**config.mk**
```make
export PLATFORM = sky130hd
export DESIGN_NAME = vector_frame_tx_flat
export DESIGN_NICKNAME = d
export VERILOG_FILES = /design/src/rtl/vector_frame_tx_if.sv /design/src/rtl/vector_frame_tx.sv /design/src/flat_wrapper.sv
export SDC_FILE = /design/constraint.sdc
export NUM_CORES = 1
export LEC_CHECK = 0
export CORE_MARGIN = 2
export CORE_UTILIZATION = 45
export CTS_CLUSTER_DIAMETER = 30
export DETAILED_ROUTE_END_ITERATION = 8
export GPL_ROUTABILITY_DRIVEN = 1
export HOLD_SLACK_MARGIN = 0.06
export PLACE_DENSITY = 0.77
export SLEW_MARGIN = 20
export SYNTH_ARGS = -nofsm -noshare
export SYNTH_HDL_FRONTEND = slang
export SYNTH_SLANG_ARGS = --single-unit
```
**constraint.sdc**
```tcl
create_clock -name clk -period 7.7 [get_ports clk]
set_input_delay 0.77 -clock clk [delete_from_list [all_inputs] [get_ports clk]]
set_output_delay 0.77 -clock clk [all_outputs]
set_load 0.005 [all_outputs]
```
**src/rtl/vector_frame_tx_if.sv**
```systemverilog
// Bundles the PC command, buffer-ready, buffer RAM read and UART transmitter signals
// of vector_frame_tx; master is the frame transmitter, slave is its environment.
interface vector_frame_tx_if #(
    parameter int ADDR_W = 14
);
    logic              cmd_valid;
    logic [7:0]        cmd_byte;
    logic              frame_ready;
    logic [ADDR_W-1:0] frame_len;
    logic [ADDR_W-1:0] ram_addr;
    logic [15:0]       ram_rdata;
    logic              tx_start;
    logic [7:0]        tx_data;
    logic              tx_busy;
    logic              active;
    logic              frame_done;
    logic              overrun;

    modport master (
        input  cmd_valid, cmd_byte, frame_ready, frame_len, ram_rdata, tx_busy,
        output ram_addr, tx_start, tx_data, active, frame_done, overrun
    );

    modport slave (
        output cmd_valid, cmd_byte, frame_ready, frame_len, ram_rdata, tx_busy,
        input  ram_addr, tx_start, tx_data, active, frame_done, overrun
    );
endinterface

```
**src/rtl/vector_frame_tx.sv**
```systemverilog
// Streams filled vector buffers byte-by-byte to a UART transmitter under PC START/STOP control.
// Define VECTOR_TX_HEADER_EN to prefix every frame with the header A5, len[7:0], len[15:8].
module vector_frame_tx #(
    parameter logic [7:0] START_CMD = 8'hAB,
    parameter logic [7:0] STOP_CMD  = 8'hCD,
    parameter int         ADDR_W    = 14
) (
    input  logic              clk,
    input  logic              rst,
    vector_frame_tx_if.master bus
);

`ifdef VECTOR_TX_HEADER_EN
    localparam bit HDR_EN = 1'b1;
`else
    localparam bit HDR_EN = 1'b0;
`endif

    typedef enum logic [2:0] {
        IDLE,
        FETCH,
        LOAD,
        WAIT_IDLE,
        START,
        NEXT
    } state_t;

    state_t            state_reg;
    logic              enable_reg;
    logic              pending_full_reg;
    logic [ADDR_W-1:0] pending_len_reg;
    logic [ADDR_W-1:0] len_reg;
    logic [ADDR_W-1:0] idx_reg;
    logic [1:0]        hdr_left_reg;
    logic [ADDR_W-1:0] ram_addr_reg;
    logic              tx_start_reg;
    logic [7:0]        tx_data_reg;
    logic              frame_done_reg;
    logic              overrun_reg;

    logic              cmd_start;
    logic              cmd_stop;
    logic              consume;
    logic [ADDR_W-1:0] idx_next;
    logic [15:0]       len16;
    logic [7:0]        hdr_byte;

    assign cmd_start = bus.cmd_valid && (bus.cmd_byte == START_CMD);
    assign cmd_stop  = bus.cmd_valid && (bus.cmd_byte == STOP_CMD);
    assign consume   = (state_reg == IDLE) && pending_full_reg && enable_reg;
    assign idx_next  = idx_reg + ADDR_W'(1);

    // Header length field is always 16 bits wide regardless of ADDR_W.
    generate
        if (ADDR_W >= 16) begin : g_len_trunc
            assign len16 = len_reg[15:0];
        end else begin : g_len_pad
            assign len16 = {{(16-ADDR_W){1'b0}}, len_reg};
        end
    endgenerate

    // hdr_left counts header bytes still to send: 3 -> sync, 2 -> low, 1 -> high.
    always_comb begin
        hdr_byte = 8'hA5;
        case (hdr_left_reg)
            2'd2:    hdr_byte = len16[7:0];
            2'd1:    hdr_byte = len16[15:8];
            default: hdr_byte = 8'hA5;
        endcase
    end

    always_ff @(posedge clk) begin
        if (rst) begin
            state_reg        <= IDLE;
            enable_reg       <= 1'b0;
            pending_full_reg <= 1'b0;
            pending_len_reg  <= '0;
            len_reg          <= '0;
            idx_reg          <= '0;
            hdr_left_reg     <= 2'd0;
            ram_addr_reg     <= '0;
            tx_start_reg     <= 1'b0;
            tx_data_reg      <= 8'h00;
            frame_done_reg   <= 1'b0;
            overrun_reg      <= 1'b0;
        end else begin
            frame_done_reg <= 1'b0;

            if (cmd_start) begin
                enable_reg <= 1'b1;
            end else if (cmd_stop) begin
                enable_reg <= 1'b0;
            end

            case (state_reg)
                IDLE: begin
                    if (consume) begin
                        pending_full_reg <= 1'b0;
                        len_reg          <= pending_len_reg;
                        idx_reg          <= '0;
                        if (HDR_EN) begin
                            hdr_left_reg <= 2'd3;
                            ram_addr_reg <= '0;
                            state_reg    <= FETCH;
                        end else if (pending_len_reg == '0) begin
                            frame_done_reg <= 1'b1;
                        end else begin
                            ram_addr_reg <= '0;
                            state_reg    <= FETCH;
                        end
                    end
                end

                FETCH: begin
                    state_reg <= enable_reg ? LOAD : IDLE;
                end

                LOAD: begin
                    if (!enable_reg) begin
                        state_reg <= IDLE;
                    end else begin
                        tx_data_reg <= (hdr_left_reg != 2'd0) ? hdr_byte : bus.ram_rdata[7:0];
                        state_reg   <= WAIT_IDLE;
                    end
                end

                WAIT_IDLE: begin
                    if (!enable_reg) begin
                        state_reg <= IDLE;
                    end else if (!bus.tx_busy) begin
                        tx_start_reg <= 1'b1;
                        state_reg    <= START;
                    end
                end

                // A byte already requested always finishes its handshake, even after STOP.
                START: begin
                    if (bus.tx_busy) begin
                        tx_start_reg <= 1'b0;
                        state_reg    <= NEXT;
                    end
                end

                NEXT: begin
                    if (!enable_reg) begin
                        state_reg <= IDLE;
                    end else if (hdr_left_reg != 2'd0) begin
                        hdr_left_reg <= hdr_left_reg - 2'd1;
                        if ((hdr_left_reg == 2'd1) && (len_reg == '0)) begin
                            frame_done_reg <= 1'b1;
                            state_reg      <= IDLE;
                        end else begin
                            ram_addr_reg <= idx_reg;
                            state_reg    <= FETCH;
                        end
                    end else begin
                        idx_reg <= idx_next;
                        if (idx_next == len_reg) begin
                            frame_done_reg <= 1'b1;
                            state_reg      <= IDLE;
                        end else begin
                            ram_addr_reg <= idx_next;
                            state_reg    <= FETCH;
                        end
                    end
                end

                default: state_reg <= IDLE;
            endcase

            // Pending slot: later assignments here override the consume above.
            if (cmd_stop) begin
                pending_full_reg <= 1'b0;
            end else if (bus.frame_ready && enable_reg) begin
                if (pending_full_reg && !consume) begin
                    overrun_reg <= 1'b1;
                end
                pending_full_reg <= 1'b1;
                pending_len_reg  <= bus.frame_len;
            end
        end
    end

    assign bus.ram_addr   = ram_addr_reg;
    assign bus.tx_start   = tx_start_reg & ~rst;
    assign bus.tx_data    = tx_data_reg;
    assign bus.active     = (state_reg != IDLE);
    assign bus.frame_done = frame_done_reg;
    assign bus.overrun    = overrun_reg;

endmodule

```
**src/flat_wrapper.sv**
```systemverilog
// flat-port wrapper written by rule: the top's interface ports become plain ports
module vector_frame_tx_flat 
#(
    parameter logic [7:0] START_CMD = 8'hAB,
    parameter logic [7:0] STOP_CMD  = 8'hCD,
    parameter int         ADDR_W    = 14
)
  (clk, rst, bus_cmd_valid, bus_cmd_byte, bus_frame_ready, bus_frame_len, bus_ram_rdata, bus_tx_busy, bus_ram_addr, bus_tx_start, bus_tx_data, bus_active, bus_frame_done, bus_overrun);
  vector_frame_tx_if #(.ADDR_W(ADDR_W)) bus_i ();
  input  logic clk;
  input  logic rst;
  input wire logic [$bits(bus_i.cmd_valid)-1:0] bus_cmd_valid;
  input wire logic [$bits(bus_i.cmd_byte)-1:0] bus_cmd_byte;
  input wire logic [$bits(bus_i.frame_ready)-1:0] bus_frame_ready;
  input wire logic [$bits(bus_i.frame_len)-1:0] bus_frame_len;
  input wire logic [$bits(bus_i.ram_rdata)-1:0] bus_ram_rdata;
  input wire logic [$bits(bus_i.tx_busy)-1:0] bus_tx_busy;
  output wire logic [$bits(bus_i.ram_addr)-1:0] bus_ram_addr;
  output wire logic [$bits(bus_i.tx_start)-1:0] bus_tx_start;
  output wire logic [$bits(bus_i.tx_data)-1:0] bus_tx_data;
  output wire logic [$bits(bus_i.active)-1:0] bus_active;
  output wire logic [$bits(bus_i.frame_done)-1:0] bus_frame_done;
  output wire logic [$bits(bus_i.overrun)-1:0] bus_overrun;
  assign bus_i.cmd_valid = bus_cmd_valid;
  assign bus_i.cmd_byte = bus_cmd_byte;
  assign bus_i.frame_ready = bus_frame_ready;
  assign bus_i.frame_len = bus_frame_len;
  assign bus_i.ram_rdata = bus_ram_rdata;
  assign bus_i.tx_busy = bus_tx_busy;
  assign bus_ram_addr = bus_i.ram_addr;
  assign bus_tx_start = bus_i.tx_start;
  assign bus_tx_data = bus_i.tx_data;
  assign bus_active = bus_i.active;
  assign bus_frame_done = bus_i.frame_done;
  assign bus_overrun = bus_i.overrun;
  vector_frame_tx #(.START_CMD(START_CMD), .STOP_CMD(STOP_CMD), .ADDR_W(ADDR_W)) u_core (.clk(clk), .rst(rst), .bus(bus_i));
endmodule
```
* After elaboration in Yosys (flattened, before gate mapping) *
Index checks and enable logic that the tools add are counted.

storage, ports and cells
  register bits after elaboration = 74
  output and inout bits = 26
  word-level logic and storage cells = 107

cells by class
  $add $sub $neg = 2
  equal/unequal tests = 20
  mux-type cells = 41
  bitwise operators = 3
  reductions and logical operators = 29

operator list
  operator               count
  $mux 14                9
  $pmux 14 s2            2
  $logic_not 14->1       2
  $mux 3                 7
  $pmux 3 s6             1
  $eq 8x8->1 const B     2
  $mux 1                 16
  $pmux 8 s2             1
  $add 14x1->14 const B  1
  $eq 14x14->1           1
  $reduce_and 4->1       3
  $reduce_bool 2->1      6
  $mux 8                 1
  $ne 2x2->1 const B     4
  $reduce_and 2->1       4
  $logic_and 1x1->1      7
  $eq 3x2->1 const B     2
  $eq 3x3->1 const B     2
  $ne 2x1->1 const B     3
  $ne 3x3->1 const B     2
  $reduce_and 3->1       2
  $reduce_and 6->1       1
  $mux 2                 2
  $pmux 1 s2             2
  other kinds (11)       12

* Logic depth before layout (Yosys ltp) *
Gate-level depths: netlist of the first run.

  depth in word-level cells = 6
  gate-level depth with buffers = 11
  gate-level depth less buffers = 9

* Least setup slack after synthesis of the first run *
Ideal clock, no wire load.

  kind = input port to flip-flop
  start = in bus_cmd_valid
  end = reg u_core.pending_len_reg[10]
  library setup time = 128 ps
  arrival = 2337 ps
  data required time = 7572 ps
  path slack = 5236 ps
  cell stages on the path = 7
  path buffers = 1
  cell sequence = nand2_1 -> nor4bb_1 -> nand4b_1 -> o211ai_1 -> buf_2 -> mux2i_1 -> nor2_1

between the ends
  longest elaborated chain between the ends = 3

ends and longest elaborated chain
  item                        RTL line                RTL
  start, declared             flat_wrapper.sv:12      input wire logic [$bits(bus_i.cmd_valid)-1:0] bus_cmd_valid;
  $logic_and 1x1->1           vector_frame_tx.sv:49   assign cmd_stop = bus.cmd_valid && (bus.cmd_byte == STOP_CMD);
  $not 1->1 (no line)         n/a
  $reduce_and 2->1 (no line)  n/a
  end signal, assigned        vector_frame_tx.sv:179  pending_len_reg <= bus.frame_len;
  end, declared               vector_frame_tx.sv:31   logic [ADDR_W-1:0] pending_len_reg;

Every way passes these cells.
A chain may end at the register's enable or synchronous reset.

* Worst setup path after layout of the first run *
  start = reg u_core.idx_reg[0]
  end = reg u_core.ram_addr_reg[1], in the netlist u_core.bus.ram_addr[1]

between the ends
  longest elaborated chain between the ends = 5
  elaborated cells on any way between the ends = 8
  those cells by class = add/sub (1); eq/ne (2); mux (4); reduce/logical (1)

ends and longest elaborated chain
  item                                                  RTL line                RTL
  start, declared                                       vector_frame_tx.sv:33   logic [ADDR_W-1:0] idx_reg;
  start signal, assigned                                vector_frame_tx.sv:157  idx_reg <= idx_next;
  $add 14x1->14 (*)                                     vector_frame_tx.sv:51   assign idx_next = idx_reg + ADDR_W'(1);
  branches (longest 4 deep; another with $eq 14x14->1)  n/a
  end signal, assigned                                  vector_frame_tx.sv:153  ram_addr_reg <= idx_reg;
  end signal, assigned                                  vector_frame_tx.sv:162  ram_addr_reg <= idx_next;
  end, declared                                         vector_frame_tx.sv:35   logic [ADDR_W-1:0] ram_addr_reg;

Every way passes the cells marked *. The select of a mux whose other input is x is not followed.

==> impl_metrics.env, run 1 <==
export IMPL_relSlewSlack=0.310
export IMPL_yosysWarnings=0
export IMPL_syn_cell_area_um2=4030
export IMPL_fin_worst_skew_ns=0.00686
export IMPL_synth_yosys_seq_area_share=0.367
export IMPL_power_density_nw_per_um2=154
export IMPL_cts_sinks=74
export IMPL_synth_cells=504
export IMPL_synth_most_common_cell="dfxtp_1"
export IMPL_drc_errors=0
export IMPL_max_freq_mhz=312
export IMPL_critPathArrivalTime_ns=3.49
export IMPL_grt_pass1_wl_um=15600
export IMPL_final_seq_area_um2=1480
export IMPL_final_antenna_net_count=0
export IMPL_syn_num_nets=551
export IMPL_yosys_area_top_type_share=0.367
export IMPL_synth_edf_count=0
export IMPL_dominantRegCellSynth="dfxtp_1"
export IMPL_first_global_vias=3335
export IMPL_setup_violations_final=0
export IMPL_num_rows=34
export IMPL_hold_viol_final=0
export IMPL_clock_tree_root_cell="clkbuf_8"
export IMPL_setup_tns_final_ns=0
export IMPL_worst_setup_path_end_kind="register"
export IMPL_cp_max_fo=14
export IMPL_fin_area_um2=4810
export IMPL_wl_per_cell_um=14.2
export IMPL_worstSetupPathType="register to register"
export IMPL_cts_resized=0
export IMPL_dp_hpwl_um=6550
export IMPL_synthArstFlopShare=0
export IMPL_vias=3578
export IMPL_cts_hold_fix_buffers=0
export IMPL_die_h_um=98.7
export IMPL_drive_gt1_frac=0.0589
export IMPL_vias_per_cell=5.50
export IMPL_drtIter0Drc=178
export IMPL_htree_levels=3
export IMPL_design_core_area_um2=8720
export IMPL_rsz0062_at_grt="false"
export IMPL_hold_path_class="register to register"
export IMPL_dp_cells=635
export IMPL_grt_max_degree=79
export IMPL_tightest_slew_ns=1.04
export IMPL_ioPinCount=69
export IMPL_ir_worst_vdd_mv=0.118
export IMPL_tritoncts="yes"
export IMPL_track_usage=0.195
export IMPL_antenna_cells=0
export IMPL_period_minus_slack_ns=3.21
export IMPL_clk_latency_ns=0.35
export IMPL_fin_cells=651
export IMPL_postSynthAreaPerCell_um2=8.00
export IMPL_cp_data_required_time_ns=7.98
export IMPL_grt_overflow=0
export IMPL_clock_path_buffers=2
export IMPL_leakage_uw=0.00176
export IMPL_slew_violations=0
export IMPL_area_delta_synth_final_pct=19.3
export IMPL_place_area_um2=4590
export IMPL_start_kind="register"
export IMPL_synth_area_leaders="dfxtp_1, mux2i_1, nand2_1"
export IMPL_globalplace_congestion=0.844
export IMPL_die_area_um2=9740
export IMPL_firstDrtPassIters=4
export IMPL_num_nets_final=585
export IMPL_n_fill_cell=807
export IMPL_start_util=0.463
export IMPL_synth_top_cell_by_area="dfxtp_1"
export IMPL_synth_seq_cells=74
export IMPL_io_buffers=60
export IMPL_status="finished clean"
export IMPL_cts_setup_buffers=0
export IMPL_clk_pin_slew_ns=0.08
export IMPL_multi_input_area_um2=2330
export IMPL_synthTopCellsByCount="dfxtp_1, nand2_1, nor2_1, a21oi_1, mux2i_1"
export IMPL_totalWireLength_um=9260
export IMPL_die_x_um=98.7
export IMPL_yosysUniqueCellTypes=53
export IMPL_post_route_period_util=0.416
export IMPL_cts_buffers=9
export IMPL_maxCapViolations=0
export IMPL_antenna_found_initial=0
per-layer routing:
layer  vias up  wire (um)  global-route usage  share of wire
met2        78       4270               0.311           0.46
li1       1818          -                   -              -
met1      1668       4440               0.263           0.48
met5         -          0                   0              0
met4         0        163              0.0759          0.018
met3        14        390              0.0355          0.042
worst max-delay path, cell delays in order, from the launching register on:
cell	delay, ns
dfxtp_1	0.57
ha_1	0.43
and2_1	0.32
o21ai_0	0.15
o311a_1	0.13
o2111ai_1	0.38
o41ai_4	0.13
a21oi_2	0.75
mux2i_1	0.27
metrics by stage:
stage | hold slack (ns) | setup WS, ns | utilization | power, uW
final | 0.451 | 4.49 | 0.552 | 741
after global routing | 0.487 | 4.23 | 0.552 | 761
after floorplan | 0.442 | 5.24 | - | 400
after global placement | 0.437 | 4.58 | 0.527 | 418
after detailed placement | 0.445 | 4.53 | 0.527 | 419
after CTS | 0.457 | 4.51 | 0.552 | 747
cell usage in the layout (no fill, tap or decap), drive strengths merged, types with 2 or more instances in the layout:
cell	n
dfxtp	74
nand2	70
nor2	61
clkdlybuf4s50	59
a21oi	46
mux2i	28
xnor2	23
o21ai	19
nand2b	15
nor3	13
nor4	13
nand3	11
xor2	11
inv	10
a22oi	9
clkbuf	9
and3	9
nand4	7
nor3b	5
o211ai	5
a211oi	4
ha	4
and4	3
a31oi	3
o32ai	3
clkinv	3
buf	3
a21o	2
a21boi	2
bufinv	2
clkinvlp	2
logic make-up after synthesis:
family / after synthesis / synth area share
muxes: 29 / 0.0723
DFF: 74 / 0.367
buffers and inverters: 49 / 0.0552
xor gates and xnor gates: 34 / 0.0757
adders and majority gates: 4 / 0.0124
AOI/OAI and AO/OA: 98 / 0.150
and+or+nand+nor: 216 / 0.267
worst paths after layout:
kind	startpoint	end	slack (ns)	cells past startpoint
min reg2reg	u_core.bus.overrun$_SDFFE_PP0P_	u_core.bus.overrun$_SDFFE_PP0P_	0.45	2
max	u_core.idx_reg[0]$_SDFFE_PP0P_	u_core.bus.ram_addr[1]$_SDFFE_PP0P_	4.49	8
max reg2reg	u_core.idx_reg[0]$_SDFFE_PP0P_	u_core.bus.ram_addr[1]$_SDFFE_PP0P_	4.49	8
min	u_core.bus.overrun$_SDFFE_PP0P_	u_core.bus.overrun$_SDFFE_PP0P_	0.45	2
power breakdown:
group	switching (uW)	internal, uW
Clock	150	182
Combinational	10.2	17.5
Sequential	0.0675	382
layout make-up:
type,count,area share
Multi-Input combinational cell,381,0.484
Sequential cell,74,0.308
Timing Repair Buffer,62,0.127
Tap cell,108,0.0281
Clock buffer,9,0.0257
Clock inverter,7,0.0195
Inverter,10,0.00780
Note: power is estimated with default switching activity, not from simulation.
==> inputs of run 2 (changes only) <==
==> constraint.sdc (replaced) <==
create_clock -name clk -period 3.1 [get_ports clk]
set_input_delay 0.31 -clock clk [delete_from_list [all_inputs] [get_ports clk]]
set_output_delay 0.31 -clock clk [all_outputs]
set_load 0.005 [all_outputs]
==> run 2 against run 1 <==
Against the previous run: global-route usage up 0.77 points; routed wire length is 4.9% higher; fmax rose by 14%; cell count grew 1.5%; final area grew 1.2%; sequential share of layout area is 0.37 points lower; sequential cell count stayed put.
==> impl_metrics.env, run 2 (synthesis results as in run 1) <==
export IMPL_cp_max_fo=14
export IMPL_worstSetupPathType="register to register"
export IMPL_setup_tns_final_ns=0
export IMPL_status="finished clean"
export IMPL_drtIter0Drc=211
export IMPL_clk_latency_ns=0.35
export IMPL_dp_hpwl_um=6960
export IMPL_antenna_cells=0
export IMPL_slew_violations=0
export IMPL_die_area_um2=9740
export IMPL_pwr_share_clk=0.419
export IMPL_tightest_slew_ns=0.830
export IMPL_relSlewSlack=0.445
export IMPL_seq_power_share=0.542
export IMPL_period_minus_slack_ns=2.82
export IMPL_area_delta_synth_final_pct=20.8
export IMPL_cp_top_family="compound AO/OA/AOI/OAI gates"
export IMPL_post_route_period_util=0.910
export IMPL_drive_gt1_frac=0.0759
export IMPL_crit_buf_inv=0
export IMPL_rrSetupSlack_ns=0.28
export IMPL_worst_setup_path_end_kind="register"
export IMPL_cts_hold_fix_buffers=0
export IMPL_internal_power_uw=1360
export IMPL_critPathArrivalTime_ns=3.08
export IMPL_design_core_area_um2=8720
export IMPL_clk_pin_slew_ns=0.08
export IMPL_final_antenna_net_count=0
export IMPL_final_cell_mix="dfxtp_1, nand2_1, nor2_1, clkdlybuf4s50_1, a21oi_1"
export IMPL_ir_worst_vdd_mv=0.278
export IMPL_ioPinCount=69
export IMPL_cpPeakStageDelay_ns=0.71
export IMPL_drc_errors=0
export IMPL_track_usage=0.203
export IMPL_num_rows=34
export IMPL_globalplace_congestion=0.860
export IMPL_combinationalPowerShare=0.039
export IMPL_firstDrtPassIters=4
export IMPL_switching_power_uw=388
export IMPL_leakage_uw=0.00181
export IMPL_die_h_um=98.7
export IMPL_setup_ws_ns=0.279
export IMPL_start_util=0.463
export IMPL_vias=3626
export IMPL_grt_overflow=0
export IMPL_start_kind="register"
export IMPL_maxCapViolations=0
export IMPL_layout_commonest_cell="dfxtp_1"
export IMPL_htree_levels=3
export IMPL_pre_cts_ws_ns=0.160
export IMPL_vias_per_cell=5.49
export IMPL_totalWireLength_um=9710
export IMPL_clock_tree_root_cell="clkbuf_8"
export IMPL_rsz0062_at_grt="false"
export IMPL_p_sw_frac=0.222
export IMPL_crit_slowest_cell="dfxtp_1"
export IMPL_die_x_um=98.7
export IMPL_tritoncts="yes"
export IMPL_hold_path_class="input pin to register"
export IMPL_setup_violations_final=0
export IMPL_n_fill_cell=818
export IMPL_power_density_nw_per_um2=359
export IMPL_first_global_vias=3406
export IMPL_cp_data_required_time_ns=3.36
export IMPL_io_buffers=60
export IMPL_cts_sinks=74
export IMPL_wl_per_cell_um=14.7
export IMPL_fin_worst_skew_ns=0.00762
export IMPL_num_nets_final=595
export IMPL_antenna_found_initial=0
export IMPL_cts_buffers=9
export IMPL_max_freq_mhz=354
export IMPL_clock_path_buffers=2
export IMPL_grt_pass1_wl_um=16200
export IMPL_path_cells="nand4_4 -> nor3_1 -> xnor2_1 -> o2111ai_1 -> o41ai_4 -> a21oi_4 -> o32ai_1"
export IMPL_hold_viol_final=0
export IMPL_grt_max_degree=48
==> run 2: cell types whose count changed in the layout (fill, tap and decap cells not counted) <==
cell        change
buf_4          +10
bufinv_16       -1
a21oi_2         -1
a21oi_4         +1
clkinvlp_4      -1
clkinv_4        +1
clkinv_2        +1
==> run 2: worst paths after layout <==
check / end / startpoint / cells after the start
worst min-delay path: u_core.state_reg[2]$_SDFFE_PP0P_ / rst / 2
worst max register to register: u_core.bus.ram_addr[0]$_SDFFE_PP0P_ / u_core.idx_reg[3]$_SDFFE_PP0P_ / 7
worst max-delay path: u_core.bus.ram_addr[0]$_SDFFE_PP0P_ / u_core.idx_reg[3]$_SDFFE_PP0P_ / 7
worst min register to register: u_core.bus.overrun$_SDFFE_PP0P_ / u_core.bus.overrun$_SDFFE_PP0P_ / 2
==> run 2: layout make-up <==
| type | instances | area (um^2) | share of cell area |
|---|---|---|---|
| Timing Repair Buffer | 72 | 686 | 0.141 |
| Clock inverter | 7 | 70.1 | 0.0144 |
| Clock buffer | 9 | 124 | 0.0254 |
| Tap cell | 108 | 135 | 0.0277 |
| Sequential cell | 74 | 1480 | 0.304 |
| Multi-Input combinational cell | 381 | 2340 | 0.480 |
| Inverter | 10 | 37.5 | 0.00771 |
==> run 2: metrics by stage <==
stage          hold WS (ns)  power, uW  std cells   util  cell area, um^2
2_1_floorplan         0.442        993        504      -             4030
3_3_place_gp          0.436       1040        645  0.535             4670
3_5_place_dp          0.445       1040        645  0.535             4670
4_1_cts               0.417       1770        661  0.558             4860
5_1_grt               0.459       1810        661  0.559             4870
6_report              0.421       1750        661  0.559             4870
==> run 2: timing repair <==
item	in CTS	in global routing
setup buffers	0	0
gates resized for setup	0	1
setup endpoints to repair	0	14
==> run 2: per-layer routing <==
metal  part of all wire  up-vias  GRT usage  wire (um)
met4              0.013        0     0.0590        123
met3              0.043       12     0.0369        420
met2               0.49       72      0.344       4780
li1                   -     1825          -          -
met5                  0        -          0          0
met1               0.45     1717      0.265       4380
==> run 2: power groups by stage <==
stage	clock network (uW)	logic, uW	registers [uW]
finish	733	68.2	950
global route	783	74.2	950
CTS	750	69.1	950
detailed placement	0	68.9	972
global placement	0	67.3	972
floorplan	0	20.6	972
==> inputs of run 3 (changes only) <==
==> constraint.sdc (replaced) <==
create_clock -name clk -period 3.1 [get_ports clk]
set_input_delay 0.93 -clock clk [delete_from_list [all_inputs] [get_ports clk]]
set_output_delay 0.93 -clock clk [all_outputs]
set_load 0.005 [all_outputs]
==> run 3 against run 2 <==
Against the previous run: count of clock-buffer cells in the layout is the same; global-route usage shrank 0.25 points; worst setup slack gained 0.026 ns; worst hold slack gained 0.031 ns; combinational power is essentially flat; sequential share of layout area shrank 0.31 points; die area is the same; total power grew 0.69%; fmax grew 0.94%; clock power grew 2%.
==> impl_metrics.env, run 3 (synthesis results as in run 1) <==
export IMPL_grt_pass1_wl_um=16100
export IMPL_io_buffers=60
export IMPL_start_kind="register"
export IMPL_tritoncts="yes"
export IMPL_power_density_nw_per_um2=358
export IMPL_antenna_cells=0
export IMPL_area_delta_synth_final_pct=22.0
export IMPL_fin_worst_skew_ns=0.0136
export IMPL_start_util=0.463
export IMPL_min_path_cells=2
export IMPL_path_cells="nand3_4 -> nor3_1 -> xnor2_1 -> o2111ai_1 -> o41ai_4 -> a21oi_2 -> mux2i_1"
export IMPL_die_x_um=98.7
export IMPL_die_h_um=98.7
export IMPL_hold_viol_final=0
export IMPL_drtIter0Drc=202
export IMPL_cts_setup_buffers=0
export IMPL_cts_resized=0
export IMPL_antenna_found_initial=0
export IMPL_cp_top_family="compound AO/OA/AOI/OAI gates"
export IMPL_vias=3701
export IMPL_relSlewSlack=0.386
export IMPL_n_fill_cell=801
export IMPL_clk_pin_slew_ns=0.08
export IMPL_die_area_um2=9740
export IMPL_r2r_end="u_core.bus.ram_addr[7]$_SDFFE_PP0P_"
export IMPL_hold_path_class="register to register"
export IMPL_final_antenna_net_count=0
export IMPL_htree_levels=3
export IMPL_wl_per_cell_um=14.4
export IMPL_cts_hold_fix_buffers=0
export IMPL_num_rows=34
export IMPL_ir_worst_vdd_mv=0.265
export IMPL_period_minus_slack_ns=2.79
export IMPL_num_nets_final=601
export IMPL_clock_path_buffers=2
export IMPL_ioPinCount=69
export IMPL_min_from="u_core.bus.overrun$_SDFFE_PP0P_"
export IMPL_first_global_vias=3424
export IMPL_cts_buffers=9
export IMPL_cp_max_fo=14
export IMPL_post_route_period_util=0.901
export IMPL_layout_commonest_cell="dfxtp_1"
export IMPL_dp_hpwl_um=6920
export IMPL_status="finished clean"
export IMPL_cpPeakStageDelay_ns=0.72
export IMPL_cp_data_required_time_ns=3.38
export IMPL_clock_tree_root_cell="clkbuf_8"
export IMPL_holdPathEnd="u_core.bus.overrun$_SDFFE_PP0P_"
export IMPL_rsz0062_at_grt="false"
export IMPL_totalWireLength_um=9580
export IMPL_critPathArrivalTime_ns=3.08
export IMPL_grt_max_degree=78
export IMPL_track_usage=0.200
export IMPL_vias_per_cell=5.55
export IMPL_drc_errors=0
export IMPL_rr_worst_depth=7
export IMPL_slew_violations=0
export IMPL_place_area_um2=4730
export IMPL_cts_sinks=74
export IMPL_setup_tns_final_ns=0
export IMPL_maxCapViolations=0
export IMPL_fin_area_um2=4920
export IMPL_crit_buf_inv=0
export IMPL_final_cell_mix="dfxtp_1, nand2_1, nor2_1, clkdlybuf4s50_1, a21oi_1"
export IMPL_firstDrtPassIters=4
export IMPL_drive_gt1_frac=0.0859
export IMPL_setup_violations_final=0
export IMPL_worst_setup_path_end_kind="register"
export IMPL_grt_overflow=0
export IMPL_crit_slowest_cell="a21oi_2"
export IMPL_rrSetupSlack_ns=0.31
export IMPL_worstReg2RegStart="u_core.idx_reg[2]$_SDFFE_PP0P_"
export IMPL_tightest_slew_ns=0.922
export IMPL_leakage_uw=0.00185
export IMPL_globalplace_congestion=0.864
export IMPL_design_core_area_um2=8720
export IMPL_clk_latency_ns=0.36
export IMPL_max_freq_mhz=358
export IMPL_worstSetupPathType="register to register"
run 3: worst register-to-register path: stages, from the launching register on:
cell,delay (ns)
dfxtp_1,0.63
nand3_4,0.24
nor3_1,0.37
xnor2_1,0.13
o2111ai_1,0.24
o41ai_4,0.13
a21oi_2,0.72
mux2i_1,0.27
run 3: power breakdown:
group	switching, uW	internal, uW
registers	0.127	950
clock network	375	370
logic	25.0	43.6
run 3: metal layers:
metal | vias to the layer above | share of wire | GRT usage
met1 | 1750 | 0.46 | 0.265
met4 | 0 | 0.015 | 0.0632
met5 | - | 0 | 0
met3 | 12 | 0.037 | 0.0376
li1 | 1843 | - | -
met2 | 96 | 0.49 | 0.332
run 3: worst max-delay path by stage:
stage / start / cells after the start / to / slack [ns]
floorplan: bus_cmd_valid / 7 / u_core.pending_len_reg[10]$_SDFFE_PP0P_ / 0.48
global placement: bus_cmd_valid / 8 / u_core.pending_len_reg[12]$_SDFFE_PP0P_ / 0.23
detailed placement: bus_cmd_byte[7] / 8 / u_core.pending_len_reg[6]$_SDFFE_PP0P_ / 0.12
CTS: u_core.idx_reg[0]$_SDFFE_PP0P_ / 8 / u_core.bus.ram_addr[10]$_SDFFE_PP0P_ / 0.30
global route: u_core.idx_reg[2]$_SDFFE_PP0P_ / 7 / u_core.bus.ram_addr[10]$_SDFFE_PP0P_ / 0.01
finish: u_core.idx_reg[2]$_SDFFE_PP0P_ / 7 / u_core.bus.ram_addr[7]$_SDFFE_PP0P_ / 0.31
run 3: cell type report:
| type | count | area, um^2 | area share |
|---|---|---|---|
| Clock inverter | 7 | 70.1 | 0.0142 |
| Inverter | 10 | 37.5 | 0.00763 |
| Clock buffer | 9 | 124 | 0.0252 |
| Timing Repair Buffer | 78 | 743 | 0.151 |
| Multi-Input combinational cell | 381 | 2330 | 0.473 |
| Sequential cell | 74 | 1480 | 0.301 |
| Tap cell | 108 | 135 | 0.0275 |
run 3: per-stage QoR:
step / util / hold WS [ns] / power, uW / setup WS [ns] / instances
finish: 0.564 / 0.452 / 1760 / 0.305 / 667
global route: 0.564 / 0.475 / 1820 / 0.0144 / 667
CTS: 0.564 / 0.454 / 1780 / 0.296 / 667
detailed placement: 0.542 / 0.444 / 1040 / 0.117 / 651
global placement: 0.542 / 0.435 / 1040 / 0.231 / 651
floorplan: - / 0.442 / 993 / 0.476 / 504
